==> config.mk <==
export PLATFORM = sky130hd
export DESIGN_NAME = link_rx
export DESIGN_NICKNAME = d
export VERILOG_FILES = /design/src/rtl/link_rx.sv
export SDC_FILE = /design/constraint.sdc
export NUM_CORES = 1
export LEC_CHECK = 0
export CAP_MARGIN = 5
export CORE_ASPECT_RATIO = 1.5
export CORE_MARGIN = 10
export CORE_UTILIZATION = 30
export DETAILED_ROUTE_END_ITERATION = 12
export PLACE_DENSITY = 0.45
export SLEW_MARGIN = 20
export SYNTH_ARGS = -nofsm -noshare
export SYNTH_HDL_FRONTEND = slang
export SYNTH_SLANG_ARGS = --single-unit
==> constraint.sdc <==
create_clock -name clock -period 3.4 [get_ports clock]
set_clock_uncertainty 0.2 [all_clocks]
set_input_delay 0.68 -clock clock [delete_from_list [all_inputs] [get_ports clock]]
set_output_delay 0.68 -clock clock [all_outputs]
set_load 0.02 [all_outputs]
==> src/rtl/link_rx.sv <==
`default_nettype none
// ============================================================================
//  Module   : link_rx
//  Purpose  : Inbound NoC byte-link receiver. Reassembles PKT_BYTES bytes
//             (MSB first) into one packet word, buffers completed packets in
//             a DEPTH-entry circular FIFO and returns the free flow-control
//             signal to the sender.
//  Revision : 1.0  initial release
// ----------------------------------------------------------------------------
//  Ports
//    clock            in   rising-edge clock
//    reset_n          in   asynchronous active-low reset
//    put_inbound      in   a valid byte is on payload_inbound this cycle
//    payload_inbound  in   link byte [7:0]
//    free_outbound    out  receiver can accept one whole new packet
//    pkt_out          out  head-of-FIFO packet [8*PKT_BYTES-1:0]
//    pkt_out_avail    out  FIFO not empty
//    pkt_out_read     in   consumer pops the head (ignored when empty)
//    overflow         out  sticky: a packet arrived with no space
// ============================================================================
module link_rx #(
  parameter int PKT_BYTES = 4,
  parameter int DEPTH     = 2
) (
  input  logic                     clock,
  input  logic                     reset_n,
  input  logic                     put_inbound,
  input  logic [7:0]               payload_inbound,
  output logic                     free_outbound,
  output logic [8*PKT_BYTES-1:0]   pkt_out,
  output logic                     pkt_out_avail,
  input  logic                     pkt_out_read,
  output logic                     overflow
);

  localparam int PW     = 8 * PKT_BYTES;
  localparam int CNT_W  = (PKT_BYTES > 1) ? $clog2(PKT_BYTES) : 1;
  localparam int PTR_W  = (DEPTH > 1) ? $clog2(DEPTH) : 1;
  localparam int OCC_W  = $clog2(DEPTH + 1) + 1;

  logic [CNT_W-1:0]   byte_cnt_q, byte_cnt_d;
  logic [PW-1:0]      asm_q,      asm_d;
  logic               discard_q,  discard_d;
  logic               overflow_q, overflow_d;
  logic [PTR_W-1:0]   wr_ptr_q,   wr_ptr_d;
  logic [PTR_W-1:0]   rd_ptr_q,   rd_ptr_d;
  logic [OCC_W-1:0]   count_q,    count_d;
  logic [PW-1:0]      mem_q [DEPTH];
  logic [PW-1:0]      mem_d [DEPTH];

  logic               assembling;
  logic               fifo_full;
  logic               drop_now;
  logic               do_push;
  logic               do_pop;
  logic [OCC_W-1:0]   occupancy;

  always_comb begin
    byte_cnt_d = byte_cnt_q;
    asm_d      = asm_q;
    discard_d  = discard_q;
    overflow_d = overflow_q;
    wr_ptr_d   = wr_ptr_q;
    rd_ptr_d   = rd_ptr_q;
    count_d    = count_q;
    mem_d      = mem_q;
    do_push    = 1'b0;

    assembling = (byte_cnt_q != '0);
    fifo_full  = (count_q == OCC_W'(DEPTH));
    do_pop     = pkt_out_read && (count_q != '0);
    // The keep/drop decision is taken on byte 0 and held for the rest of
    // the packet so the link stays framed even while discarding.
    drop_now   = (byte_cnt_q == '0) ? fifo_full : discard_q;

    if (put_inbound) begin
      // Truncating cast keeps the low PW bits: shift left by one byte.
      asm_d = PW'({asm_q, payload_inbound});
      if ((byte_cnt_q == '0) && fifo_full) begin
        overflow_d = 1'b1;
      end
      if (byte_cnt_q == CNT_W'(PKT_BYTES - 1)) begin
        byte_cnt_d = '0;
        discard_d  = 1'b0;
        do_push    = !drop_now;
      end else begin
        byte_cnt_d = byte_cnt_q + CNT_W'(1);
        discard_d  = drop_now;
      end
    end

    if (do_push) begin
      mem_d[wr_ptr_q] = asm_d;
      wr_ptr_d = (wr_ptr_q == PTR_W'(DEPTH - 1)) ? '0 : wr_ptr_q + PTR_W'(1);
    end
    if (do_pop) begin
      rd_ptr_d = (rd_ptr_q == PTR_W'(DEPTH - 1)) ? '0 : rd_ptr_q + PTR_W'(1);
    end

    // A push can never find the FIFO full: the slot was reserved at byte 0.
    case ({do_push, do_pop})
      2'b10:   count_d = count_q + OCC_W'(1);
      2'b01:   count_d = count_q - OCC_W'(1);
      default: count_d = count_q;
    endcase
  end

  always_ff @(posedge clock or negedge reset_n) begin
    if (!reset_n) begin
      byte_cnt_q <= '0;
      asm_q      <= '0;
      discard_q  <= 1'b0;
      overflow_q <= 1'b0;
      wr_ptr_q   <= '0;
      rd_ptr_q   <= '0;
      count_q    <= '0;
      for (int i = 0; i < DEPTH; i++) begin
        mem_q[i] <= '0;
      end
    end else begin
      byte_cnt_q <= byte_cnt_d;
      asm_q      <= asm_d;
      discard_q  <= discard_d;
      overflow_q <= overflow_d;
      wr_ptr_q   <= wr_ptr_d;
      rd_ptr_q   <= rd_ptr_d;
      count_q    <= count_d;
      mem_q      <= mem_d;
    end
  end

  // A packet in progress already owns a FIFO slot, so it counts against the
  // space offered to the sender. Only registers and reset_n feed this.
  assign occupancy     = count_q + OCC_W'(assembling);
  assign free_outbound = reset_n && (occupancy < OCC_W'(DEPTH));
  assign pkt_out       = mem_q[rd_ptr_q];
  assign pkt_out_avail = (count_q != '0);
  assign overflow      = overflow_q;

endmodule
`default_nettype wire

# After elaboration in Yosys (flattened, before gate mapping)
# Index checks and enable logic that the tools add are counted.
[word_totals]
inputBits = 12
ff_bits = 105
[op_classes]
add_sub_neg = 6
reduce_logical = 10
bitwise_logic = 2
n_lt_le_gt_ge = 4
n_mux = 15
eq_ne = 4
[op_table]
columns = ["operator", "count"]
rows = [
  ["2-to-1 mux 32 bit", 5],
  ["bitwise mux 64 bit", 1],
  ["demux 32 bit (select 1 bit)", 1],
  ["2-to-1 mux 1 bit", 6],
  ["case mux 3 bit (2 select lines)", 1],
  ["== test 2 bit (second input constant)", 2],
  [">= comparator 2 bit (second input constant)", 2],
  ["logical AND 1 bit", 4],
  ["NOT 1 -> 2 bit", 2],
  ["nonzero test 2 bit", 2],
  ["adder 3 x 1 -> 3 bit", 1],
  ["adder 3 x 1 -> 3 bit (second input constant)", 1],
  ["== test 3 x 2 -> 1 bit (second input constant)", 1],
  ["< comparator 3 x 2 -> 1 bit (second input constant)", 1],
  ["nonzero test 3 bit", 1],
  ["subtractor 3 x 1 -> 3 bit (second input constant)", 1],
  ["adder 1 bit (second input constant)", 2],
  ["adder 2 x 1 -> 2 bit (second input constant)", 1],
  ["== test 2 x 1 -> 1 bit (second input constant)", 1],
  ["zero test 2 bit", 1],
  ["< comparator 2 x 1 -> 1 bit (second input constant)", 1],
  ["2-to-1 mux 2 bit", 1],
  ["AND reduction 2 bit", 1],
  ["zero test 1 bit", 1],
]

# Longest topological paths before layout
[logic_depth]
depth_word = 7
mapped_depth = 10
depth_no_buf = 10

# Least setup slack after synthesis
# OpenSTA, ideal clock, no wires.
[synth_path]
path_kind = "register to register"
from = "register byte_cnt_q[0]"
to = "register count_q[2]"
setup_slack_ps = 939
arrival_ps = 2182
setup_ps = 79
stages_incl_launch_ff = 11
required_ps = 3121
cell_sequence = "dfrtp_1 inv_1 ha_1 nor4bb_2 or3_1 ha_1 inv_1 fa_1 xor2_1 nor2_1 xor2_1"
[synth_between]
elab_chain_cells = 7
[synth_lines]
columns = ["element", "line", "rtl"]
rows = [
  ["start, declared", "41", "logic [CNT_W-1:0] byte_cnt_q, byte_cnt_d;"],
  ["start signal, assigned", "121", "byte_cnt_q <= byte_cnt_d;"],
  ["zero test 2 bit", "74", "drop_now = (byte_cnt_q == '0) ? fifo_full : discard_q;"],
  ["2-to-1 mux 1 bit", "74", ""],
  ["zero test 1 bit", "85", "do_push = !drop_now;"],
  ["2-to-1 mux 1 bit (*)", "82", "if (byte_cnt_q == CNT_W'(PKT_BYTES - 1)) begin"],
  ["2-to-1 mux 1 bit (*)", "76", "if (put_inbound) begin"],
  ["== test 2 x 1 -> 1 bit or == test 2 bit (tied branches)", "101", "case ({do_push, do_pop})"],
  ["case mux 3 bit (2 select lines) or nonzero test 2 bit (tied branches)", "-", ""],
  ["end signal, assigned", "127", "count_q <= count_d;"],
  ["end, declared", "47", "logic [OCC_W-1:0] count_q, count_d;"],
]
# Mark *: on every way between the ends. The rest lies on a longest branch, timed or not.
# A chain may end at the register's enable or synchronous reset.

# Worst setup path after layout
[layout_path]
from = "register byte_cnt_q[0]"
to = "output port free_outbound"
[layout_between]
elab_chain_cells = 4
[layout_lines]
columns = ["element", "line", "rtl"]
rows = [
  ["nonzero test 2 bit", "69", "assembling = (byte_cnt_q != '0);"],
  ["adder 3 x 1 -> 3 bit", "134", "assign occupancy = count_q + OCC_W'(assembling);"],
  ["< comparator 3 x 2 -> 1 bit", "135", "assign free_outbound = reset_n && (occupancy < OCC_W'(DEPTH));"],
  ["logical AND 1 bit", "135", ""],
  ["end, declared", "29", "output logic free_outbound,"],
]
# Every way passes these cells.

==> run_results.csv <==
group,metric,value,unit
status,status,"completed",
die,fp.dieW,120.5,um
cells_and_area,layout_commonest_cell,"dfrtp_1",
drt,firstDrtPassIters,3,
cells_and_area,area_delta_synth_final,21.77,%
clock_network,cts_resized,0,
global_route,grt_usage,0.09704,
synth,synth_top_family_by_area,"multiplexers",
sta,rsz0062_at_grt,"false",
drt,drt.antenna.violating_nets,0,
sta,max_slew_margin,0.4787,
job,drv_cap,0,
synth,seq_area_frac_synth,0.5780,
drt,drt_iter0_markers,34,
global_route,antenna_found_initial,0,
global_route,grt_pass1_wl,15.45,mm
worst_setup_path,critPathCaptureType,"output pin",
worst_setup_path,cp_common_cell,"ha_1",
drt,vias,2386,
worst_setup_path,critPathBufInv,2,
sta,finalHoldViolCount,0,
clock_network,clockBufferDepth,2,
drt,wire_per_inst,17.38,um
hold_path,hold_class,"input pin to async pin",
clock_network,post-cts-setup-buffer-count,0,
power_and_ir_drop,totalPowerFinal,5.345,mW
worst_setup_path,slowest_delay,640,ps
worst_setup_path,cp_cell_sequence,"inv_1 -> ha_1 -> nor2_1 -> ha_1 -> xor2_1 -> nor3b_1 -> clkdlybuf4s50_1",
drt,wl_met3,215,um
die,row_count,55,
synth,synth-adder-area-share,0.01541,
sta,post-route-period-util,0.9116,
clock_network,cts_tree,"built",
synth,synth-compound-area-share,0.004404,
die,die_y,170.8,um
cells_and_area,final_cells,540,
power_and_ir_drop,cellPowerDensity,965.7,nW/um^2
clock_network,clk_pin_slew,70,ps
placement,dp.cells,525,
synth,synth_fp_nets,303,
drt,wl_met1,4.296,mm
worst_setup_path,cp_slowest_cell,"clkdlybuf4s50_1",
clock_network,cts-root-buf,"clkbuf_16",
drt,post-route-drc-count,0,
die,core,15000,um^2
synth,synthCells,286,
sta,tns,0,ps
power_and_ir_drop,ir_drop,0.0003931,V
sta,finalSetupViolations,0,
synth,syn-cell-area,4546,um^2
drt,via_per_inst,4.419,
cells_and_area,n_antenna_cell,0,
worst_setup_path,critPathLaunchType,"flop",
drt,met2_wirelength,4.705,mm
synth,synth.mux.area_fraction,0.3441,
cells_and_area,fin_util,0.3690,
die,dieArea,20580,um^2
global_route,grt.overflow.total,0,
drt,finalWirelength,9.387,mm
global_route,grt_pass1_vias,2728,
cells_and_area,drive_gt1_frac,0.3519,
synth,syn_area_per_cell,15.89,um^2
cells_and_area,final_cell_mix,"105 x dfrtp_1, 62 x mux2_2, 44 x clkdlybuf4s50_1",
clock_network,cts_hold_repair.buffers,0,
placement,dpl.hpwl,6.198,mm
drt,topRoutingLayerUsed,"met4",
worst_setup_path,path_class,"flop to output pin",
cells_and_area,nets,354,
synth,synth.distinct_cells,24,
clock_network,numCtsBuffers,9,
cells_and_area,nFillCells,1511,
worst_setup_path,cp_max_fo,4,
synth,synth-simple-area-share,0.02367,
worst_setup_path,crit_family,"buffers and inverters",
clock_network,cts_max_level,3,
worst_setup_path,arrival,2220,ps
global_route,grt_max_degree,60,
synth,ys_ff_latch,105,
placement,routabilityCongestion,0.6871,
placement,numPortBuffers,46,
sta,fin_crit,3100,ps
die,start_util,0.3030,
die,ios,47,
synth,yosysWarnings,0,
clock_network,cts_num_sinks,105,
clock_network,clk_latency,340,ps
sta,hold_ws,246.1,ps
synth,synth-xor-area-share,0.01156,
worst_setup_path,crit_required,2520,ps
sta,max_freq,322.6,MHz
power_and_ir_drop,p_leak,2.474,nW
sta,tightestPinTransition,781.9,ps
sta,drv_slew,0,
-- kinds of logic (layout without fill, tap and decap cells) --
family	after synthesis	in the layout
xor+xnor	6	6
compound gates	4	4
flops	105	105
fa+ha+maj	5	5
buf+inv	20	75
mux	129	129
simple gates	17	17
-- per-stage QoR --
stage	setup slack (ps)	instance area, um^2
after global routing	189.3	5535
after detailed placement	649.3	5239
after global placement	676.8	5239
after CTS	261.6	5535
after floorplan	939.2	4546
final	300.4	5535
-- final cells by class --
type | instances | area [um^2] | area share
clock inverters | 3 | 40.04 | 0.007233
repair buffers | 55 | 520.5 | 0.09403
flip-flops and latches | 105 | 2628 | 0.4747
inverters | 5 | 18.77 | 0.003391
well taps | 199 | 249.0 | 0.04498
multi-input cells | 161 | 1823 | 0.3293
clock buffers | 12 | 256.5 | 0.04634
-- state kept, by name, indices dropped and copies added, names as in the netlist --
name / cells
count_q: 3
rd_ptr_q: 1
asm_q: 32
overflow: 1
wr_ptr_q: 1
discard_q: 1
mem_q: 64
byte_cnt_q: 2
-- synth_stat cells (all sizes together) --
cell type | instances | area (um^2)
mux2 | 128 | 1554
dfrtp | 105 | 2628
buf | 8 | 58.80
clkbuf | 7 | 26.28
inv | 5 | 18.77
nand2 | 5 | 18.77
ha | 4 | 50.05
o21ai | 4 | 20.02
xor2 | 4 | 35.03
nor2 | 3 | 11.26
or3 | 2 | 12.51
xnor2 | 2 | 17.52
and2 | 1 | 6.260
fa | 1 | 20.02
mux2i | 1 | 10.01
nand2b | 1 | 6.260
nor2b | 1 | 6.260
nor3b | 1 | 7.510
nor4 | 1 | 12.51
nor4bb | 1 | 16.27
or4b | 1 | 10.01
-- power breakdown --
group	leakage [nW]	switching (mW)	internal [mW]
logic	1.06	1.02	1.29
registers	1.27	0.243	1.74
clock network	0.148	0.442	0.605
-- final timing paths --
check                                           from                endpoint  slack, ps  cells after the start
setup reg to reg           byte_cnt_q[0]$_DFFE_PN0P_  count_q[2]$_DFFE_PN0P_        650                     10
min in group clock              overflow$_DFFE_PN0P_    overflow$_DFFE_PN0P_        270                      1
hold / removal                               reset_n    mem_q[6]$_DFFE_PN0P_        250                      2
setup / recovery           byte_cnt_q[0]$_DFFE_PN0P_           free_outbound        300                      7
hold reg to reg                 overflow$_DFFE_PN0P_    overflow$_DFFE_PN0P_        270                      1
max in group asynchronous                    reset_n   mem_q[57]$_DFFE_PN0P_       1540                      3
-- per-layer routing --
metal,track usage,up-vias
met5,0,-
met4,0.04105,0
met3,0.01946,10
met2,0.1592,32
met1,0.1211,1238
li1,-,1106
(Power assumes the default switching activity.)
